File: config.mk
export PLATFORM = sky130hd
export DESIGN_NAME = pc_fetch
export DESIGN_NICKNAME = d
export VERILOG_FILES = /design/src/rtl/pc_fetch.sv
export SDC_FILE = /design/constraint.sdc
export NUM_CORES = 1
export LEC_CHECK = 0
export BUFFER_PORTS_ARGS = -buffer_cell sky130_fd_sc_hd__buf_2
export CAP_MARGIN = 20
export CORE_MARGIN = 1
export CORE_UTILIZATION = 50
export DETAILED_ROUTE_END_ITERATION = 12
export GPL_ROUTABILITY_DRIVEN = 0
export PLACE_DENSITY_LB_ADDON = 0.25
export SETUP_SLACK_MARGIN = 0.02
export SYNTH_ARGS = -nofsm -noshare
export SYNTH_HDL_FRONTEND = slang
export SYNTH_SLANG_ARGS = --single-unit
File: constraint.sdc
create_clock -name clk -period 5 [get_ports clk]
set_clock_uncertainty 0.2 [all_clocks]
set_input_delay 1 -clock clk [delete_from_list [all_inputs] [get_ports clk]]
set_output_delay 1 -clock clk [all_outputs]
set_load 0.005 [all_outputs]
File: src/rtl/pc_fetch.sv
// -----------------------------------------------------------------------------
// pc_fetch
//   Program counter and instruction-fetch sequencer for the SISC core.
//   Holds the PC and offers PC+1 to the branch address calculator. The next
//   PC is either that increment or a computed branch target. A req/ack
//   handshake fetches the instruction at the PC into the IR, which the
//   controller later commits with pc_write.
//
// Parameters
//   AW       : PC / instruction address width
//   IW       : instruction word width
//   RESET_PC : PC value loaded on reset
//   TIMEOUT  : FETCH cycles without ack before a sticky fetch error (>= 1)
//
// Ports
//   clk        in   1   system clock, rising edge
//   rst        in   1   asynchronous, active-high reset
//   br_addr    in   AW  branch target from the branch address calculator
//   pc_sel     in   1   1 = next PC is br_addr, 0 = next PC is pc_inc
//   pc_write   in   1   controller commits the current instruction (HOLD only)
//   flush      in   1   redirect: abandon fetch/IR, PC <= br_addr
//   imem_ack   in   1   memory returns imem_data this cycle
//   imem_data  in   IW  instruction word from memory
//   pc_out     out  AW  current PC (registered)
//   pc_inc     out  AW  pc_out + 1, wrapping at 2^AW
//   imem_req   out  1   fetch request, high only in FETCH
//   imem_addr  out  AW  fetch address, always equal to pc_out
//   ir         out  IW  instruction register
//   ir_valid   out  1   ir holds a fetched, uncommitted instruction
//   fetch_err  out  1   sticky fetch-timeout flag, cleared only by rst
// -----------------------------------------------------------------------------
module pc_fetch #(
  parameter int          AW       = 16,
  parameter int          IW       = 32,
  parameter logic [AW-1:0] RESET_PC = '0,
  parameter int          TIMEOUT  = 15
) (
  input  logic          clk,
  input  logic          rst,
  input  logic [AW-1:0] br_addr,
  input  logic          pc_sel,
  input  logic          pc_write,
  input  logic          flush,
  input  logic          imem_ack,
  input  logic [IW-1:0] imem_data,
  output logic [AW-1:0] pc_out,
  output logic [AW-1:0] pc_inc,
  output logic          imem_req,
  output logic [AW-1:0] imem_addr,
  output logic [IW-1:0] ir,
  output logic          ir_valid,
  output logic          fetch_err
);

  // The wait counter only needs to reach TIMEOUT-1.
  localparam int CW = (TIMEOUT > 1) ? $clog2(TIMEOUT) : 1;
  localparam logic [CW-1:0] CNT_LAST = CW'(TIMEOUT - 1);

  typedef enum logic [1:0] {
    ST_IDLE  = 2'd0,
    ST_FETCH = 2'd1,
    ST_HOLD  = 2'd2,
    ST_ERR   = 2'd3
  } state_e;

  state_e        state_q,    state_d;
  logic [AW-1:0] pc_q,       pc_d;
  logic [IW-1:0] ir_q,       ir_d;
  logic          ir_valid_q, ir_valid_d;
  logic          err_q,      err_d;
  logic [CW-1:0] cnt_q,      cnt_d;

  logic [AW-1:0] pc_plus1;

  assign pc_plus1 = pc_q + {{(AW-1){1'b0}}, 1'b1};

  // ---------------------------------------------------------------------------
  // State register
  // ---------------------------------------------------------------------------
  always_ff @(posedge clk or posedge rst) begin
    if (rst) begin
      state_q    <= ST_IDLE;
      pc_q       <= RESET_PC;
      ir_q       <= '0;
      ir_valid_q <= 1'b0;
      err_q      <= 1'b0;
      cnt_q      <= '0;
    end else begin
      state_q    <= state_d;
      pc_q       <= pc_d;
      ir_q       <= ir_d;
      ir_valid_q <= ir_valid_d;
      err_q      <= err_d;
      cnt_q      <= cnt_d;
    end
  end

  // ---------------------------------------------------------------------------
  // Next-state logic
  // ---------------------------------------------------------------------------
  always_comb begin
    state_d    = state_q;
    pc_d       = pc_q;
    ir_d       = ir_q;
    ir_valid_d = ir_valid_q;
    err_d      = err_q;
    cnt_d      = cnt_q;

    unique case (state_q)
      ST_IDLE: begin
        state_d = ST_FETCH;
        cnt_d   = '0;
      end

      ST_FETCH: begin
        // flush outranks a same-cycle ack: the returned word belongs to the
        // abandoned address and is dropped. pc_write has no effect here.
        if (flush) begin
          pc_d  = br_addr;
          cnt_d = '0;
        end else if (imem_ack) begin
          ir_d       = imem_data;
          ir_valid_d = 1'b1;
          cnt_d      = '0;
          state_d    = ST_HOLD;
        end else if (cnt_q == CNT_LAST) begin
          err_d   = 1'b1;
          state_d = ST_ERR;
        end else begin
          cnt_d = cnt_q + CW'(1);
        end
      end

      ST_HOLD: begin
        if (flush) begin
          pc_d       = br_addr;
          ir_valid_d = 1'b0;
          state_d    = ST_FETCH;
        end else if (pc_write) begin
          pc_d       = pc_sel ? br_addr : pc_plus1;
          ir_valid_d = 1'b0;
          state_d    = ST_FETCH;
        end
      end

      ST_ERR: begin
        // Terminal until reset; every input is ignored.
        err_d = 1'b1;
      end

      default: state_d = ST_IDLE;
    endcase
  end

  // ---------------------------------------------------------------------------
  // Outputs
  // ---------------------------------------------------------------------------
  assign pc_out    = pc_q;
  assign pc_inc    = pc_plus1;
  assign imem_req  = (state_q == ST_FETCH);
  assign imem_addr = pc_q;
  assign ir        = ir_q;
  assign ir_valid  = ir_valid_q;
  assign fetch_err = err_q;

endmodule
==> results.cfg, run 1 <==
[routing]
drt_iter0_drc = 127
wl_mm = 6.71
drtAntennaViolNets = 0
drt_drc_violations_left = 0
via_count = 2494
routed_wire_length_per_instance_um = 14.6
drt-vias-per-instance = 5.41
drt-pass1-iter-count = 5

[logic_synthesis]
synth_top_area_cell = dfrtp_1
synthSimpleGateAreaFrac_pct = 14.0
yosys-mux-area-fraction_pct = 13.6
synth_xor_xnor_area_share_pct = 3.88
synth_top_cells_by_area = dfrtp_1 (48%), mux2_2 (12%), buf_4 (4.6%), a21oi_1 (2.7%), xnor2_1 (2.7%)
mappedNetlistArea_sq_um = 2940
combinational_family_with_the_most_area_after_synthesis = simple AND/OR/NAND/NOR gates
synth_cell_types = 45
yosys_warnings = 0
synth_largest_type_area_fraction_pct = 47.7
syn-mean-instance-area_sq_um = 10.8
synth_compound_gate_area_share_pct = 11.8
synth_nets = 330
synth_fa_ha_area_share_pct = 1.28
netlist_instances = 273
seq_area_frac_synth_pct = 47.7
ys_seq_elements = 56

[cts]
cts_resized = 0
cts_inserted_buffers = 5
cts_setup_buffers = 0
ctsRootBufferMaster = clkbuf_8
hold_buffers = 0
cts.path.max_buffers = 2
numClockSinks = 56
tritoncts = built
source_to_sink_clock_delay_at_the_later_pin_of_the_worst_skew_pair_ns = 0.31
clkSlewWorstSetupHoldPaths_ns = 0.10
h-tree-depth = 2

[global_routing]
grt_antenna_before_repair = 0
grt_remaining_overflow = 0
grt_pass1_vias = 2370
grt_max_degree = 56
grt_pass1_wl_mm = 10.9
groute.usage.overall_pct = 22.6

[floorplan]
die_w_um = 78.6
initial_core_utilization_pct = 52.7
dieArea_sq_um = 6180
core_outline_area_sq_um = 5570
die_h_um = 78.6
floorplan.io_pins = 137
row_count = 27

[layout]
drive_above_1_share_pct = 48.6
utilization_pct = 65.2
final_common_cell = buf_2
finish.net_count = 445
areaGrowthSynthToFinish_pct = 23.7
diodes = 0
sequential_cell_area_sq_um = 1400
fillerInstances = 472
layout.cells.most_common_list = buf_2 (136), dfrtp_1 (56), mux2_2 (31), nand2_1 (20), a21oi_1 (16)
area_of_the_multi_input_gates_sq_um = 1320

[setup_path]
crit_fanout = 7
wp_data_required_ns = 3.80
crit_chain = ha_1 > nand4_1 > nor4_1 > xor2_1 > buf_2
cp_slowest_stage_delay_ns = 0.51
timing.critical_path.to_type = output pin
criticalPathCategory = reg -> out
crit_path_top_delay_cell = nor4_1
critical_path_arrival_ns = 2.09
critPathLaunchType = register

[sta]
setup_tns_ns = 0
hold_violations = 0
worst-slew-pin-transition_ns = 1.07
fmax_mhz = 304
tightest_slew_margin_relative_to_the_limit_pct = 28.1
setup_violations = 0
post-route-min-period_ns = 3.29
final-max-slew-violation-count = 0
post-route-period-util_pct = 65.8
rsz0062_at_grt = false

[placed_design]
hpwlAfterDp_mm = 4.81
numPortBuffers = 136

[job]
cap_violations = 0

[run_status]
run_status = finished, final reports clean

[power]
power.leakage_nw = 1.69
cellPowerDensity_nw_per_um2 = 546
peak_supply_drop_mv = 0.281

[hold_path]
hold_path.class = reg -> reg
==> layer usage <==
metal | share of wire (%) | track usage [%] | vias to the layer above
li1 | - | - | 1187
met1 | 43 | 29.7 | 1185
met2 | 47 | 35.9 | 108
met3 | 6.8 | 3.84 | 14
met4 | 2.6 | 11.7 | 0
met5 | 0 | 0 | -
==> power breakdown <==
| group | internal (mW) | switching, mW |
|---|---|---|
| Clock | 0.0998 | 0.152 |
| Sequential | 0.655 | 0.227 |
| Combinational | 0.486 | 0.365 |
| Total | 1.24 | 0.744 |
==> critical path, delay by kind of cell, from the launching register on <==
kind | cells | cell delay [ns]
adder cells (fa/ha/maj) | 1 | 0.31
flip-flops | 1 | 0.50
AND/OR/NAND/NOR | 2 | 0.67
XOR/XNOR | 1 | 0.18
buffers and inverters | 1 | 0.13
==> registers in the layout (all words and copies together) (netlist names) <==
register and cells:
cnt_q 4, fetch_err 1, imem_addr 16, ir 32, ir_valid 1, state_q 2
==> kinds of logic after synthesis <==
| family | Yosys count |
|---|---|
| muxes | 36 |
| and+or+nand+nor | 73 |
| buffers and inverters | 38 |
| DFF | 56 |
| xor gates and xnor gates | 13 |
| adders and majority gates | 3 |
| AOI/OAI and AO/OA | 54 |
==> path summary, 6_finish.rpt <==
kind / depth (start not counted) / end / slack (ns) / startpoint
setup reg to reg: 4 / imem_addr[6]$_DFFE_PP0P_ / 2.70 / state_q[0]$_DFFE_PP0P_
hold reg to reg: 1 / ir[29]$_DFFE_PP0P_ / 0.29 / ir[29]$_DFFE_PP0P_
max in group asynchronous: 3 / ir[0]$_DFFE_PP0P_ / 3.46 / rst
setup / recovery: 5 / pc_inc[14] / 1.71 / imem_addr[0]$_DFFE_PP0P_
min in group asynchronous: 2 / ir[1]$_DFFE_PP0P_ / 0.31 / rst
hold / removal: 1 / ir[29]$_DFFE_PP0P_ / 0.29 / ir[29]$_DFFE_PP0P_
==> cells in the mapped netlist (all sizes together) <==
cell and instances:
mux2i 4, xnor2 9, o21a 2, o211ai 1, a21oi 16, or3 3, mux2 32, nor4b 1
a22o 1, a31oi 4, clkbuf 5, o21ai 11, nor2b 3, nand3 11, and3 3, nor4 2
xor2 4, inv 6, o2bb2a 2, nand2 20, o2bb2ai 1, nand4b 1, o22a 3, or2 1
nor3b 1, a2bb2oi 5, a221o 1, ha 3, or4 2, dfrtp 56, buf 27, o22ai 7
nand2b 3, and4 2, nor2 12, nand4 8
==> cell type report <==
class	instances	area share (%)
sequential	56	38.6
multi-input combinational	179	36.3
timing repair buffer	140	19.6
tap	72	2.48
clock buffer	5	1.89
inverter	6	0.620
clock inverter	3	0.585
==> per-stage QoR <==
step	setup slack [ns]	hold WS, ns	total power [mW]	std cells	area (sq um)
floorplan	2.32	0.266	1.39	273	2940
global placement	2.10	0.265	1.72	453	3540
detailed placement	2.05	0.265	1.75	453	3540
CTS	1.70	0.295	2.01	461	3630
global route	1.56	0.299	2.14	461	3630
finish	1.71	0.293	1.99	461	3630
Note: power is estimated with default switching activity, not from simulation.
==> run 2, diff against run 1 <==
--- a/config.mk
+++ b/config.mk
@@ -8,7 +8,7 @@
 export BUFFER_PORTS_ARGS = -buffer_cell sky130_fd_sc_hd__buf_2
 export CAP_MARGIN = 20
 export CORE_MARGIN = 1
-export CORE_UTILIZATION = 50
+export CORE_UTILIZATION = 42
 export DETAILED_ROUTE_END_ITERATION = 12
 export GPL_ROUTABILITY_DRIVEN = 0
 export PLACE_DENSITY_LB_ADDON = 0.25
==> constraint.sdc (replaced) <==
create_clock -name clk -period 3 [get_ports clk]
set_clock_uncertainty 0.2 [all_clocks]
set_input_delay 0.6 -clock clk [delete_from_list [all_inputs] [get_ports clk]]
set_output_delay 0.6 -clock clk [all_outputs]
set_load 0.005 [all_outputs]
==> results.cfg, run 2 (same netlist as run 1, synthesis figures left out) <==
[power]
clock_power_share_pct = 13.1
power_switching_share_pct = 37.8
power.leakage_nw = 1.70
p_comb_share_pct = 43.3
cellInternalPower_mw = 2.08
power.share.sequential_pct = 43.6
cellPowerDensity_nw_per_um2 = 912
peak_supply_drop_mv = 0.416
netSwitchingPower_mw = 1.26

[sta]
fin_hold_ws_ns = 0.263
setup_violations = 0
hold_violations = 0
worst-slew-pin-transition_ns = 0.708
final-max-slew-violation-count = 0
post-route-min-period_ns = 2.85
setup_tns_ns = 0
post-route-period-util_pct = 95.0
fmax_mhz = 351
tightest_slew_margin_relative_to_the_limit_pct = 52.8

[routing]
routed_wire_length_per_instance_um = 14.5
via_count = 2462
drt_iter0_drc = 91
wl_mm = 6.83
drt-pass1-iter-count = 4
drtAntennaViolNets = 0
drt_drc_violations_left = 0
drt-vias-per-instance = 5.24

[layout]
drive_above_1_share_pct = 49.0
finalInstanceArea_sq_um = 3660
largest_register_ffs = 32
stdcell_count = 470
layout.cells.most_common_list = buf_2 (136), dfrtp_1 (56), mux2_2 (31), nand2_1 (20), a21oi_1 (16)
final_common_cell = buf_2
finish.net_count = 446
diodes = 0
areaGrowthSynthToFinish_pct = 24.8

[global_routing]
grt_pass1_wl_mm = 10.4
grt_antenna_before_repair = 0
grt_max_degree = 57
groute.usage.overall_pct = 18.1
grt_remaining_overflow = 0
grt_pass1_vias = 2166

[floorplan]
floorplan.io_pins = 137
dieArea_sq_um = 7330
initial_core_utilization_pct = 43.5
core_outline_area_sq_um = 6760
row_count = 30
die_w_um = 85.6
die_h_um = 85.6

[placed_design]
numPlacedInstances = 462
numPortBuffers = 136
hpwlAfterDp_mm = 4.93
placement.cell_area_sq_um = 3560

[cts]
source_to_sink_clock_delay_at_the_later_pin_of_the_worst_skew_pair_ns = 0.31
cts_inserted_buffers = 5
cts.path.max_buffers = 2
h-tree-depth = 2
clkSlewWorstSetupHoldPaths_ns = 0.11
hold_buffers = 0
numClockSinks = 56
cts_resized = 0
tritoncts = built
cts_setup_buffers = 0
ctsRootBufferMaster = clkbuf_8

[setup_path]
crit_fanout = 7
criticalPathCategory = reg -> out
worstPathBufferInverterCount = 1
timing.critical_path.to_type = output pin
crit_path_top_delay_cell = dfrtp_1
critPathLaunchType = register
cp_slowest_stage_delay_ns = 0.50
wp_data_required_ns = 2.20
critical_path_arrival_ns = 2.05
critical_path.top_delay_family = simple AND/OR/NAND/NOR gates
crit_chain = ha_1 > nand4_1 > nor4_2 > xor2_1 > buf_2

[run_status]
run_status = finished, final reports clean

[job]
cap_violations = 0

[hold_path]
hold_path.class = in -> async
[run 2: cell count changes in the layout (fill, tap and decap cells not counted)]
cell	delta
clkinv_2	-1
inv_6	-1
inv_8	+1
nor4_1	-1
clkinv_4	+1
nor4_2	+1
buf_4	+1
[run 2: metal layers]
| metal | track usage (%) | vias up | part of all wire (%) |
|---|---|---|---|
| met4 | 4.09 | 0 | 0.67 |
| met5 | 0 | - | 0 |
| met2 | 30.5 | 96 | 49 |
| met3 | 5.29 | 4 | 6.7 |
| met1 | 23.0 | 1171 | 43 |
| li1 | - | 1191 | - |
[run 2: cell type report]
type,instances,area (sq um)
clock buffers,5,68.8
multi-input cells,179,1330
flip-flops and latches,56,1400
clock inverters,3,27.5
well taps,80,100
inverters,6,22.5
repair buffers,141,718
fillers,642,3090
[run 2: final timing paths]
path                       slack (ns)                        end                      from  cells past startpoint
hold reg to reg                  0.29         ir[29]$_DFFE_PP0P_        ir[29]$_DFFE_PP0P_                      1
min in group clk                 0.29         ir[29]$_DFFE_PP0P_        ir[29]$_DFFE_PP0P_                      1
setup reg to reg                 0.91  imem_addr[14]$_DFFE_PP0P_  imem_addr[0]$_DFFE_PP0P_                      5
hold / removal                   0.26         ir[25]$_DFFE_PP0P_                       rst                      3
setup / recovery                 0.15                 pc_inc[14]  imem_addr[0]$_DFFE_PP0P_                      5
max in group asynchronous        1.87       ir_valid$_DFFE_PP0P_                       rst                      3
[run 2: worst register-to-register path, stage by stage (launching register included)]
cell and delay, ns:
dfrtp_1 0.50, ha_1 0.33, nand4_1 0.18, nor4_2 0.43, a31oi_1 0.14, o22a_1 0.20
[run 2: power groups by stage]
stage                     clock network, mW  registers, mW  logic, mW
after floorplan                           0           1.42      0.895
after global placement                    0           1.44       1.45
after detailed placement                  0           1.48       1.46
after CTS                             0.453           1.46       1.46
after global routing                  0.481           1.52       1.59
final                                 0.438           1.46       1.45
[run 2: per-stage QoR]
stage,power [mW],util (%),setup slack [ns]
after global routing,3.59,54.2,-0.00965
after detailed placement,2.93,52.7,0.400
after CTS,3.37,54.1,0.0299
after floorplan,2.31,-,0.725
after global placement,2.89,52.7,0.482
final,3.34,54.2,0.150
==> run 3, diff against run 2 <==
--- a/config.mk
+++ b/config.mk
@@ -8,7 +8,7 @@
 export BUFFER_PORTS_ARGS = -buffer_cell sky130_fd_sc_hd__buf_2
 export CAP_MARGIN = 20
 export CORE_MARGIN = 1
-export CORE_UTILIZATION = 42
+export CORE_UTILIZATION = 50
 export DETAILED_ROUTE_END_ITERATION = 12
 export GPL_ROUTABILITY_DRIVEN = 0
 export PLACE_DENSITY_LB_ADDON = 0.25
==> constraint.sdc (replaced) <==
create_clock -name clk -period 3.45 [get_ports clk]
set_clock_uncertainty 0.2 [all_clocks]
set_input_delay 0.69 -clock clk [delete_from_list [all_inputs] [get_ports clk]]
set_output_delay 0.69 -clock clk [all_outputs]
set_load 0.005 [all_outputs]
==> results.cfg, run 3 (same netlist as run 1, synthesis figures left out) <==
[run_status]
run_status = finished, final reports clean

[setup_path]
crit_path_top_delay_cell = nor4_1
crit_chain = ha_1 > nand4_1 > nor4_1 > xor2_1 > buf_2
timing.critical_path.to_type = output pin
critPathLaunchType = register
worstPathBufferInverterCount = 1
cp_slowest_stage_delay_ns = 0.57
criticalPathCategory = reg -> out
critical_path_arrival_ns = 2.16
crit_fanout = 7
critical_path.top_delay_family = simple AND/OR/NAND/NOR gates
wp_data_required_ns = 2.56

[global_routing]
grt_remaining_overflow = 0
groute.usage.overall_pct = 23.1
grt_antenna_before_repair = 0
grt_pass1_wl_mm = 11.1
grt_pass1_vias = 2373
grt_max_degree = 41

[sta]
setup_tns_ns = 0
fin_hold_ws_ns = 0.245
setup_violations = 0
fmax_mhz = 328
rsz0062_at_grt = false
worst-slew-pin-transition_ns = 0.642
post-route-period-util_pct = 88.5
tightest_slew_margin_relative_to_the_limit_pct = 57.1
hold_violations = 0
final-max-slew-violation-count = 0
post-route-min-period_ns = 3.05

[floorplan]
initial_core_utilization_pct = 52.7
floorplan.io_pins = 137
dieArea_sq_um = 6180
core_outline_area_sq_um = 5570
row_count = 27
die_w_um = 78.6
die_h_um = 78.6

[cts]
cts_resized = 0
numClockSinks = 56
tritoncts = built
h-tree-depth = 2
hold_buffers = 0
clkSlewWorstSetupHoldPaths_ns = 0.11
cts_setup_buffers = 0
ctsRootBufferMaster = clkbuf_8
source_to_sink_clock_delay_at_the_later_pin_of_the_worst_skew_pair_ns = 0.31
cts.path.max_buffers = 2
cts_inserted_buffers = 5

[layout]
stdcell_count = 463
final_common_cell = buf_2
largest_register_ffs = 32
areaGrowthSynthToFinish_pct = 25.0
diodes = 0
finish.net_count = 447
fillerInstances = 452
layout.cells.most_common_list = buf_2 (136), dfrtp_1 (56), mux2_2 (31), nand2_1 (20), a21oi_1 (16)
drive_above_1_share_pct = 48.6

[routing]
drt-pass1-iter-count = 4
drtAntennaViolNets = 0
routed_wire_length_per_instance_um = 14.8
drt_iter0_drc = 171
via_count = 2486
drt_drc_violations_left = 0
drt-vias-per-instance = 5.37
wl_mm = 6.87

[placed_design]
numPortBuffers = 136
hpwlAfterDp_mm = 5.01
numPlacedInstances = 455

[power]
total_power_after_layout_mw = 2.97
peak_supply_drop_mv = 0.521
power.leakage_nw = 1.71
cellPowerDensity_nw_per_um2 = 809

[hold_path]
hold_path.class = in -> async

[job]
cap_violations = 0
## run 3: area by class of cell
type,instances,area (sq um),share of cell area (%)
clock inverters,2,38.8,1.06
clock buffers,6,72.6,1.98
well taps,72,90.1,2.45
repair buffers,142,726,19.8
flip-flops and latches,56,1400,38.2
multi-input cells,179,1320,35.9
inverters,6,22.5,0.614
## run 3: worst paths after layout
path,cells past startpoint,end,slack [ns],from
min reg2reg,1,ir[29]$_DFFE_PP0P_,0.29,ir[29]$_DFFE_PP0P_
max,5,pc_inc[14],0.40,imem_addr[1]$_DFFE_PP0P_
min,2,ir[20]$_DFFE_PP0P_,0.24,rst
max reg2reg,5,imem_addr[14]$_DFFE_PP0P_,1.25,imem_addr[1]$_DFFE_PP0P_
max in group asynchronous,3,ir[5]$_DFFE_PP0P_,2.14,rst
min in group clk,1,ir[29]$_DFFE_PP0P_,0.29,ir[29]$_DFFE_PP0P_
## run 3: layer usage
| layer | wire (um) | vias up | global-route usage, % |
|---|---|---|---|
| met3 | 489 | 14 | 5.93 |
| met2 | 3350 | 91 | 39.7 |
| li1 | - | 1191 | - |
| met4 | 165 | 0 | 8.89 |
| met1 | 2870 | 1190 | 27.7 |
| met5 | 0 | - | 0 |
## run 3: worst register-to-register path, stage by stage (launching register included)
cell and delay (ns):
dfrtp_1 0.50, ha_1 0.33, nand4_1 0.15, nor4_1 0.57, a31oi_1 0.17, o22a_1 0.19
## run 3: report_power, final
| part | leakage, nW | switching [mW] | internal (mW) |
|---|---|---|---|
| Sequential | 0.649 | 0.325 | 0.949 |
| Combinational | 1.01 | 0.541 | 0.708 |
| Clock | 0.0558 | 0.227 | 0.220 |
| Total | 1.71 | 1.09 | 1.88 |
## run 3: through the flow
stage	cell area (sq um)	setup WS, ns	utilization [%]
detailed placement	3560	0.769	63.8
finish	3670	0.397	65.8
global route	3670	0.202	65.8
floorplan	2940	1.08	-
CTS	3670	0.400	65.8
global placement	3560	0.854	63.8
